### config.mk
export PLATFORM = sky130hd
export DESIGN_NAME = branch_checkpoint_queue
export DESIGN_NICKNAME = d
export VERILOG_FILES = /design/src/rtl/bcq_pkg.sv /design/src/rtl/bcq_age_mask.sv /design/src/rtl/branch_checkpoint_queue.sv
export SDC_FILE = /design/constraint.sdc
export NUM_CORES = 1
export LEC_CHECK = 0
export ABC_AREA = 1
export BUFFER_PORTS_ARGS = -buffer_cell sky130_fd_sc_hd__buf_2
export CAP_MARGIN = 20
export CORE_MARGIN = 8
export CORE_UTILIZATION = 45
export CTS_CLUSTER_SIZE = 25
export DETAILED_ROUTE_END_ITERATION = 8
export PLACE_DENSITY = 0.6
export SETUP_SLACK_MARGIN = 0.2
export SYNTH_ARGS = -nofsm -noshare
export SYNTH_HDL_FRONTEND = slang
export SYNTH_SLANG_ARGS = --single-unit
### constraint.sdc
create_clock -name clk -period 7.47 [get_ports clk]
set_input_delay 1.494 -clock clk [delete_from_list [all_inputs] [get_ports clk]]
set_output_delay 1.494 -clock clk [all_outputs]
set_load 0.05 [all_outputs]
### src/rtl/bcq_pkg.sv
// Shared sizing and decode constants for the branch checkpoint queue.
// No logic, so no latency.
// No flow control here; the decode-side opcode helper is purely combinational.
package bcq_pkg;

    localparam int BCQ_DEPTH = 8;
    localparam int BCQ_PC_W  = 32;
    localparam int BCQ_TAG_W = $clog2(BCQ_DEPTH);

    localparam logic [6:0] OP_BRANCH = 7'b1100011;
    localparam logic [6:0] OP_JAL    = 7'b1101111;
    localparam logic [6:0] OP_JALR   = 7'b1100111;

    // Decode uses this to qualify alloc_valid: every control-flow op needs a checkpoint.
    function automatic logic is_ctrl_op(input logic [6:0] opcode);
        return (opcode == OP_BRANCH) || (opcode == OP_JAL) || (opcode == OP_JALR);
    endfunction

endpackage

### src/rtl/bcq_age_mask.sv
// Marks every valid checkpoint strictly younger than a given tag.
// Latency: combinational.
// Backpressure: none.
module bcq_age_mask #(
    parameter int DEPTH = 8,
    parameter int TAG_W = $clog2(DEPTH)
) (
    input  logic [TAG_W-1:0] head,
    input  logic [TAG_W-1:0] tag,
    input  logic [DEPTH-1:0] valid,
    output logic [DEPTH-1:0] kill_mask
);

    logic [TAG_W-1:0] tag_age;

    // Ages are distances from head modulo DEPTH, so wrapped entries compare correctly.
    assign tag_age = tag - head;

    for (genvar i = 0; i < DEPTH; i++) begin : g_age
        logic [TAG_W-1:0] ent_age;
        assign ent_age      = TAG_W'(i) - head;
        assign kill_mask[i] = valid[i] && (ent_age > tag_age);
    end

endmodule

### src/rtl/branch_checkpoint_queue.sv
// In-order queue of in-flight branch checkpoints with tag-keyed resolve and mispredict squash.
// Latency: alloc->copy_rat 1, resolve->restore_rat 1, correct head resolve->free_valid 2 cycles.
// Backpressure: alloc_ready low when full (registered count) or an accepted mispredict is present.
module branch_checkpoint_queue
    import bcq_pkg::*;
#(
    parameter int DEPTH = BCQ_DEPTH,
    parameter int PC_W  = BCQ_PC_W,
    parameter int TAG_W = $clog2(DEPTH)
) (
    input  logic              clk,
    input  logic              rst,
    input  logic              alloc_valid,
    input  logic [PC_W-1:0]   alloc_pc,
    output logic              alloc_ready,
    output logic [TAG_W-1:0]  alloc_tag,
    output logic              copy_rat,
    output logic [TAG_W-1:0]  copy_tag,
    input  logic              resolve_valid,
    input  logic [TAG_W-1:0]  resolve_tag,
    input  logic              resolve_mispredict,
    output logic              restore_rat,
    output logic [TAG_W-1:0]  restore_tag,
    output logic [PC_W-1:0]   restore_pc,
    output logic [DEPTH-1:0]  kill_mask,
    output logic              free_valid,
    output logic [TAG_W-1:0]  free_tag,
    output logic [TAG_W:0]    count
);

    logic [PC_W-1:0]  pc_q [DEPTH];
    logic [DEPTH-1:0] valid_q, resolved_q;
    logic [DEPTH-1:0] valid_d, resolved_d;
    logic [TAG_W:0]   head_q, tail_q;
    logic [TAG_W:0]   tail_restore;
    logic [TAG_W-1:0] head_idx, tail_idx, tag_age;
    logic [DEPTH-1:0] age_kill;
    logic             resolve_hit, mispredict, alloc_fire, retire;

    assign head_idx = head_q[TAG_W-1:0];
    assign tail_idx = tail_q[TAG_W-1:0];
    assign count    = tail_q - head_q;

    assign resolve_hit = resolve_valid && valid_q[resolve_tag];
    assign mispredict  = resolve_hit && resolve_mispredict;
    assign retire      = valid_q[head_idx] && resolved_q[head_idx];

    // count never exceeds DEPTH, so its MSB alone flags full.
    assign alloc_ready = !count[TAG_W] && !mispredict;
    assign alloc_tag   = tail_idx;
    assign alloc_fire  = alloc_valid && alloc_ready;

    // New tail sits just after the mispredicted tag; rebuilding it from head keeps the wrap bit right.
    assign tag_age      = resolve_tag - head_idx;
    assign tail_restore = head_q + {1'b0, tag_age} + (TAG_W+1)'(1);

    bcq_age_mask #(
        .DEPTH (DEPTH),
        .TAG_W (TAG_W)
    ) u_age_mask (
        .head      (head_idx),
        .tag       (resolve_tag),
        .valid     (valid_q),
        .kill_mask (age_kill)
    );

    always_comb begin
        valid_d    = valid_q;
        resolved_d = resolved_q;
        if (retire) begin
            valid_d[head_idx] = 1'b0;
        end
        if (resolve_hit) begin
            resolved_d[resolve_tag] = 1'b1;
        end
        if (mispredict) begin
            valid_d    = valid_d & ~age_kill;
            resolved_d = resolved_d & ~age_kill;
        end
        if (alloc_fire) begin
            valid_d[tail_idx]    = 1'b1;
            resolved_d[tail_idx] = 1'b0;
        end
    end

    always_ff @(posedge clk) begin
        if (rst) begin
            head_q      <= '0;
            tail_q      <= '0;
            valid_q     <= '0;
            resolved_q  <= '0;
            copy_rat    <= 1'b0;
            copy_tag    <= '0;
            restore_rat <= 1'b0;
            restore_tag <= '0;
            restore_pc  <= '0;
            kill_mask   <= '0;
            free_valid  <= 1'b0;
            free_tag    <= '0;
        end else begin
            valid_q    <= valid_d;
            resolved_q <= resolved_d;
            head_q     <= head_q + (TAG_W+1)'(retire);
            tail_q     <= mispredict ? tail_restore : tail_q + (TAG_W+1)'(alloc_fire);

            copy_rat    <= alloc_fire;
            restore_rat <= mispredict;
            free_valid  <= retire;
            if (alloc_fire) begin
                copy_tag <= tail_idx;
            end
            if (mispredict) begin
                restore_tag <= resolve_tag;
                restore_pc  <= pc_q[resolve_tag];
                kill_mask   <= age_kill;
            end
            if (retire) begin
                free_tag <= head_idx;
            end
        end
    end

    // PC payload needs no reset: it is only read through a valid entry.
    always_ff @(posedge clk) begin
        if (alloc_fire) begin
            pc_q[tail_idx] <= alloc_pc;
        end
    end

endmodule

Yosys cells after proc, flatten, opt, wreduce, memory -nomap -nowiden
Memories as Yosys holds them, arrays and structs flattened. A register that Yosys moved wholly into a read port is not among the register bits. Cells that the tools add are included.

Register bits: 44. Bits in writable memories: 256. Input port bits: 40. Output and inout bits: 60. Word-level logic and storage cells: 88. Memories kept: 1.

$add $sub $neg: 14. $lt $le $gt $ge: 14. Muxes and demuxes: 21. Bitwise operators: 9. Reductions and logical operators: 18.

Memories: pc_q (words 8, bits a word 32, rd ports 1, clocked after Yosys merged registers in 1, write ports 1, line branch_checkpoint_queue.sv:31) `logic [PC_W-1:0] pc_q [DEPTH];`.

Operators with widths (count): 8-bit two-way mux (6); 8-bit bitwise AND (4); 3-bit greater-than comparator (8); 8-bit NOT (3); 1-bit logical AND (16); 8-bit bitwise OR (2); 3-bit by 4-bit less-than comparator with 1-bit output, second input constant (3); 3-bit subtractor, first input constant (4); 1-bit binary-select mux with 3-bit select (3); 1-bit demux with 3-bit select (3); 3-bit by 1-bit greater-or-equal comparator with 1-bit output, second input constant (3); 4-bit by 1-bit adder with 4-bit output (2); 1-bit two-way mux (8); 1-bit by 3-bit subtractor with 3-bit output, first input constant (2); 2-bit by 3-bit subtractor with 3-bit output, first input constant (2); 4-bit by 1-bit adder with 4-bit output, second input constant (1); 4-bit by 3-bit adder with 4-bit output (1); 4-bit two-way mux (1); 4-bit subtractor (1); 3-bit subtractor (1); 1-bit logical NOT (2).

Depth between registers and ports, before layout
Gate-level depths: netlist (run 1).

Word-level depth: 11. Gate-level depth with buffers: 17. Mapped depth without buffers: 17.

Modules after synthesis
From an unflattened synthesis (run 1), not the netlist that was laid out.

Cells, all modules: 1200. Area, all modules: 13470.4 µm².

By module, submodules not included: branch_checkpoint_queue (times used 1, cells each 1107, area an instance 12953.7 µm²); bcq_age_mask (times used 1, cells each 93, area an instance 516.7 µm²).

Worst setup path after synthesis (run 1)
OpenSTA, ideal clock, no wires.

Path type: input -> output. Start: input port resolve_tag[2]. End: output port alloc_ready. Arrival: 2741 ps. Data required time: 5976 ps. Setup slack: 3235 ps. Stages: 12. Path buffers: 3. Path through: buf_6 -> inv_2 -> nor2_2 -> nand2_1 -> nor2_1 -> nor2_1 -> nand2_2 -> nand3_2 -> buf_6 -> buf_4 -> nand2_1 -> inv_1.

Word-level cells in the longest chain between the ends: 6.

RTL lines: from (decl) (line branch_checkpoint_queue.sv:20) `input logic [TAG_W-1:0] resolve_tag,`; 1-bit binary-select mux with 3-bit select (line branch_checkpoint_queue.sv:44) `assign resolve_hit = resolve_valid && valid_q[resolve_tag];`; 1-bit two-way mux (implied by the code) (line branch_checkpoint_queue.sv:44); 1-bit logical AND (line branch_checkpoint_queue.sv:44); 1-bit logical AND (line branch_checkpoint_queue.sv:45) `assign mispredict = resolve_hit && resolve_mispredict;`; 1-bit logical NOT (line branch_checkpoint_queue.sv:49) `assign alloc_ready = !count[TAG_W] && !mispredict;`; 1-bit logical AND (line branch_checkpoint_queue.sv:49); to (decl) (line branch_checkpoint_queue.sv:15) `output logic alloc_ready,`.

Every way passes these cells. The select of a mux whose other input is x is not followed.

Worst setup path in the final report (run 1)
Start: input port resolve_tag[0]. End: output port alloc_ready.

Same word-level chain as after synthesis.

==> summary.md, run 1 <==
| Metric | Value |
|---|---|
| Outcome | `finished clean` |
| Tot GR Track Use | `0.181` |
| Tightest hold margin | `0.462 ns` |
| Ranking of synthesized cells by area | `edfxtp_1 (57%), dfxtp_1 (11%), nand2_1 (8.4%), nor2_1 (3.1%), ha_1 (2.6%)` |
| Final layout net count | `1340` |
| Crit path max-delay cell type | `buf_4` |
| Boundary pin count | `100` |
| Clk_skew | `0.0196 ns` |
| Post-DR wirelength/cell | `19.2 um` |
| Pins Over Slew Limit | `0` |
| Critical path arrival | `3.49 ns` |
| Worst Setup End Kind | `primary output` |
| Clock sink count | `332` |
| DIE AREA | `35500 um^2` |
| CTS buffer count | `35` |
| Critical Path RT | `5.98 ns` |
| Final wirelength | `32400 um` |
| Worst slew pin tran | `0.959 ns` |
| Number of synthesized register bits | `332` |
| Yosys cell types | `41` |
| Max Buffers Root-to-Sink | `3` |
| DRC violations left | `0` |
| Crit Path Max Fanout | `57` |
| Register area share after synthesis | `0.688` |
| CTS tree | `done` |
| Post-synth top cells | `nand2_1 (300), edfxtp_1 (256), nor2_1 (110)` |
| Vias in the first global route | `8716` |
| Die width | `188 um` |
| Initial Util | `0.454` |
| Ys flop type | `edfxtp_1` |
| Register area | `9210 um^2` |
| HP Class | `flop to flop` |
| Fraction of layout cells with a size suffix above 1 | `0.150` |
| Grt total ovfl | `0` |
| Fin util | `0.523` |
| Asr flop ratio synth | `0` |
| Root buffer cell | `clkbuf_16` |
| Via count | `8820` |
| Most numerous cell in the Yosys netlist | `nand2_1` |
| F_max | `0.201 GHz` |
| Final worst path period need | `4.98 ns` |
| Post-CTS Setup Bufs | `0` |
| DR pass1 iterations | `5` |
| Max VDD drop | `153 uV` |
| Final critical-path share of the clock period | `0.667` |
| Area taken by multi-input logic gates | `3580 um^2` |
| Yosys warning count | `0` |
| Final hold viol count | `0` |
| Number of fill cells | `2593` |
| Initial drt markers | `724` |
| Number of antenna diodes | `0` |
| Syn nets | `1238` |
| Die Y | `188 um` |
| Unrepaired setup endpoints after global routing | `false` |
| H-tree Lvls | `2` |
| Pwr/cell area | `272 nW/um^2` |
| FP Rows | `63` |
| Worst skew pair latency | `0.51 ns` |
| Max incr delay on CP | `0.60 ns` |
| Startpoint types | `input port` |
| R2R setup slack | `3.99 ns` |
| EDFF count, synth | `256` |
| Post-Syn Instances | `1168` |
| Setup-failing EPs final | `0` |
| Leak pwr | `0.00602 uW` |
| WS Path Type | `input port to primary output` |
| Post-layout power | `4180 uW` |
| Post-synth top area cell | `edfxtp_1` |
| Mapped cell area | `13400 um^2` |
| Max-cap viol count | `0` |
| First-pass GRT wire length | `50500 um` |
| Slew HR | `0.360` |
| Port Buffers | `99` |
| Pin count of the biggest net entering global routing | `58` |
| Detail Placement HPWL | `18700 um` |
| Clock transition at path regs | `0.06 ns` |
| Avg Vias per Cell | `5.23` |
| Hold_buf cts | `0` |
| Top cell type's share of synthesized area | `0.575` |
| Fin Setup TNS | `0 ns` |
| Worst path cell trace | `buf_2 > inv_2 > nand4_1 > nand2_1 > nor2_1 > nand2_2 > nand3_2 > buf_4 > nand2_1 > inv_1 > buf_2` |
| Synthesized area per cell | `11.5 um^2` |
| Core Region | `29500 um^2` |
| GP Congestion | `0.858` |
| CTS resizes | `0` |
| P&R area growth vs syn | `15.2%` |
| Initial antenna violation count | `1` |
| Routed Antenna Nets | `0` |
-- critical path, delay by kind of cell --
family | cells | cell delay [ns]
AND/OR/NAND/NOR | 6 | 0.59
buffers and inverters | 5 | 1.38
-- metal layers --
layer  track usage  part of all wire  vias up
li1              -                 -     4244
met1         0.242              0.45     4243
met2         0.300              0.47      280
met3        0.0342             0.060       51
met4        0.0499             0.021        2
met5             0           0.00040        -
-- cell type report --
type | count | share of cell area
Clock buffer | 43 | 0.0615
Clock inverter | 21 | 0.0165
Inverter | 80 | 0.0196
Multi-Input combinational cell | 704 | 0.232
Sequential cell | 332 | 0.598
Tap cell | 390 | 0.0317
Timing Repair Buffer | 117 | 0.0409
-- through the flow --
step,std cells,worst slack (ns),cell area [um^2]
3_3_place_gp,1623,2.57,14200
3_5_place_dp,1623,2.52,14200
2_1_floorplan,1168,3.24,13400
5_1_grt,1687,2.33,15400
4_1_cts,1687,2.49,15400
6_report,1687,2.49,15400
-- power by group --
| group | leakage [uW] | switching (uW) | internal (uW) |
|---|---|---|---|
| Combinational | 0.00250 | 232 | 72.8 |
| Clock | 0.000587 | 702 | 1080 |
| Sequential | 0.00294 | 25.7 | 2070 |
| Total | 0.00602 | 960 | 3220 |
-- registers in the layout (all words and copies together) (netlist names) --
signal / cells
restore_rat: 1
free_valid: 1
restore_pc: 32
restore_tag: 3
copy_rat: 1
resolved_q: 8
valid_q: 8
head_q: 4
copy_tag: 3
pc_q: 256
free_tag: 3
kill_mask: 8
tail_q: 4
-- cells by family (layout without fill, tap and decap cells) --
logic type,Yosys count,after routing,synth area share
XOR/XNOR,9,9,0.00786
AO/OA/AOI/OAI,142,142,0.0646
AND/OR/NAND/NOR,523,523,0.165
adder cells (fa/ha/maj),30,30,0.0292
flip-flops,332,332,0.688
buffers and inverters,132,261,0.0446
-- final timing paths --
check | startpoint | to | cells past startpoint
setup reg to reg | head_q[1] | pc_q[6][28] | 8
setup / recovery | resolve_tag[0] | alloc_ready | 11
hold reg to reg | restore_pc[1] | restore_pc[1] | 2
hold / removal | restore_pc[1] | restore_pc[1] | 2
-- cell usage in the layout, fill, tap and decap left out, types with 2 or more instances in the layout --
cell        Yosys  layout
o21ai_1         5       5
dfxtp_1        76      76
inv_1          75      74
a21oi_1        41      41
nor3_1          5       5
nand3_1        49      49
clkinvlp_4      0       2
buf_4          11      18
inv_2           4       4
o21bai_1        8       8
xnor2_1         2       2
nor2_4          3       3
o21ai_0        42      42
a22oi_1        29      29
clkbuf_16       0      36
fa_1            2       2
o21ai_2         2       2
nand2_1       300     300
a22o_1         11      11
nor2_1        110     110
clkbuf_8        0       2
ha_1           28      28
clkinv_2        0       7
buf_2          22      99
nor2_2          3       3
xor2_1          5       5
edfxtp_1      256     256
bufinv_16       0       5
clkinv_4        0       2
nand4_1        46      46
clkinv_1        0       4
clkbuf_1       14       5
(Power assumes the default switching activity.)
==> run 2: changes to the inputs <==
==> constraint.sdc (replaced) <==
create_clock -name clk -period 4.7 [get_ports clk]
set_input_delay 0.94 -clock clk [delete_from_list [all_inputs] [get_ports clk]]
set_output_delay 0.94 -clock clk [all_outputs]
set_load 0.05 [all_outputs]
==> run 2 against run 1 <==
Wire length about the same. Worst hold slack is essentially flat. Sequential share of layout area decreased by 0.47 points. Worst setup slack worse by 1.6 ns. Clock power rose by 66%. First-iteration DRC count shrank 1.1%. Sequential cell count unchanged. Critical path type is now flop to primary output. Highest routed layer unchanged.
==> summary.md, run 2 (synthesis results as in run 1) <==
| Metric | Value |
|---|---|
| Initial drt markers | `716 (was 724)` |
| Clock sink count | `332 (unchanged)` |
| Pin count of the biggest net entering global routing | `37 (was 58)` |
| Outcome | `finished clean (unchanged)` |
| Commonest non-fill, non-tap cells in the layout | `nand2_1 (300), edfxtp_1 (256), nor2_1 (110) (unchanged)` |
| Top Registers | `pc_q (256), restore_pc (32) (unchanged)` |
| FP Rows | `63 (unchanged)` |
| Biggest register | `pc_q (unchanged)` |
| CTS tree | `done (unchanged)` |
| Post-DR wirelength/cell | `19.1 um (was 19.2 um)` |
| Root buffer cell | `clkbuf_16 (unchanged)` |
| Max reg flops | `256 (unchanged)` |
| DP Area | `14200 um^2 (about the same)` |
| Startpoint types | `flop (was input port)` |
| Critical Path RT | `3.76 ns (was 5.98 ns)` |
| Final worst path period need | `3.77 ns` |
| Tightest hold margin | `0.461 ns (was 0.462 ns)` |
| Reg2reg start | `head_q[2] (was head_q[1])` |
| Setup-failing EPs final | `0 (unchanged)` |
| DIE AREA | `35500 um^2 (unchanged)` |
| DRC violations left | `0 (unchanged)` |
| Max-cap viol count | `0 (unchanged)` |
| Core Region | `29500 um^2 (unchanged)` |
| Pwr/cell area | `437 nW/um^2 (was 272 nW/um^2)` |
| Crit. Startpoint | `head_q[2] (was resolve_tag[0])` |
| Commonest non-fill, non-tap cell in the layout | `nand2_1 (unchanged)` |
| DR pass1 iterations | `6 (was 5)` |
| Initial antenna violation count | `1 (unchanged)` |
| Max Buffers Root-to-Sink | `3 (unchanged)` |
| P&R area growth vs syn | `16.1% (was 15.2%)` |
| CTS resizes | `0 (unchanged)` |
| Final layout net count | `1347 (was 1340)` |
| Fin Setup TNS | `0 ns (unchanged)` |
| Die width | `188 um (unchanged)` |
| Boundary pin count | `100 (unchanged)` |
| Die Y | `188 um (unchanged)` |
| Worst skew pair latency | `0.52 ns (was 0.51 ns)` |
| Final hold viol count | `0 (unchanged)` |
| Port Buffers | `99 (unchanged)` |
| Worst Setup End Kind | `primary output (unchanged)` |
| Crit Path Max Fanout | `9 (was 57)` |
| F_max | `0.265 GHz` |
| First-pass GRT wire length | `49700 um (was 50500 um)` |
| Final wirelength | `32400 um (about the same)` |
| Number of fill cells | `2559 (was 2593)` |
| WS Path Type | `flop to primary output (was input port to primary output)` |
| Worst slew pin tran | `1.01 ns (was 0.959 ns)` |
| Tot GR Track Use | `0.179 (was 0.181)` |
| Initial Util | `0.454 (unchanged)` |
| Pins Over Slew Limit | `0 (unchanged)` |
| Critical path arrival | `2.83 ns (was 3.49 ns)` |
| Vias in the first global route | `8555 (was 8716)` |
| Slew HR | `0.323 (was 0.360)` |
| Unrepaired setup endpoints after global routing | `false (unchanged)` |
| Max VDD drop | `363 uV (was 153 uV)` |
| Avg Vias per Cell | `5.22 (was 5.23)` |
| Area taken by multi-input logic gates | `3580 um^2 (unchanged)` |
| Leak pwr | `0.00608 uW (was 0.00602 uW)` |
| H-tree Lvls | `2 (unchanged)` |
| Routed Antenna Nets | `0 (unchanged)` |
| CTS buffer count | `36 (was 35)` |
| Number of antenna diodes | `0 (unchanged)` |
| Register area | `9210 um^2 (unchanged)` |
| Clock transition at path regs | `0.06 ns (about the same)` |
| Clk_skew | `0.0224 ns (was 0.0196 ns)` |
| Post-CTS Setup Bufs | `0 (unchanged)` |
| Final critical-path share of the clock period | `0.802` |
| Via count | `8856 (was 8820)` |
| Grt total ovfl | `0 (unchanged)` |
| Design Area, Final | `15500 um^2 (was 15400 um^2)` |
| Fraction of layout cells with a size suffix above 1 | `0.154 (was 0.150)` |
| Detail Placement HPWL | `19300 um (was 18700 um)` |
| Hold Crit Start | `free_tag[0] (was restore_pc[1])` |
| Hold_buf cts | `0 (unchanged)` |
| HP Class | `flop to flop (unchanged)` |
| GP Congestion | `0.860 (was 0.858)` |
==> run 2: worst paths after layout <==
check	depth (start not counted)	end	slack (ns)
min	2	free_tag[0]	0.46
min reg2reg	2	free_tag[0]	0.46
max reg2reg	8	pc_q[3][13]	1.51
max	8	alloc_ready	0.93
==> run 2: worst max-delay path, cell delays in order (launching register included) <==
cell,delay (ns)
dfxtp_1,0.62
inv_1,0.29
ha_1,0.39
a21oi_1,0.13
nand2_1,0.13
xor2_4,0.34
nand2_1,0.09
inv_1,0.06
buf_2,0.25
==> run 2: layout make-up <==
cell class | instances | area share
Sequential cell | 332 | 0.593
Multi-Input combinational cell | 704 | 0.230
Clock buffer | 47 | 0.0646
Timing Repair Buffer | 123 | 0.0448
Tap cell | 390 | 0.0314
Inverter | 80 | 0.0195
Clock inverter | 19 | 0.0164
==> run 2: power by group <==
part           total [uW]  switching, uW  internal, uW  leakage, uW
clock                2970           1120          1840     0.000618
combinational         490            371           119      0.00253
sequential           3330           41.3          3290      0.00294
==> run 2: through the flow <==
step	std cells	utilization	total power, uW	setup slack [ns]
detailed placement	1628	0.483	3880	1.02
global placement	1628	0.483	3880	1.10
floorplan	1168	-	3700	1.57
CTS	1694	0.526	6840	0.944
finish	1695	0.527	6780	0.931
global route	1695	0.527	7020	0.741
==> run 2: layer usage <==
| metal | GRT usage | vias up | routed length, um |
|---|---|---|---|
| met5 | 0 | - | 13 |
| met4 | 0.0463 | 2 | 593 |
| met3 | 0.0409 | 50 | 2150 |
| met2 | 0.285 | 278 | 14600 |
| met1 | 0.245 | 4260 | 15100 |
| li1 | - | 4266 | - |
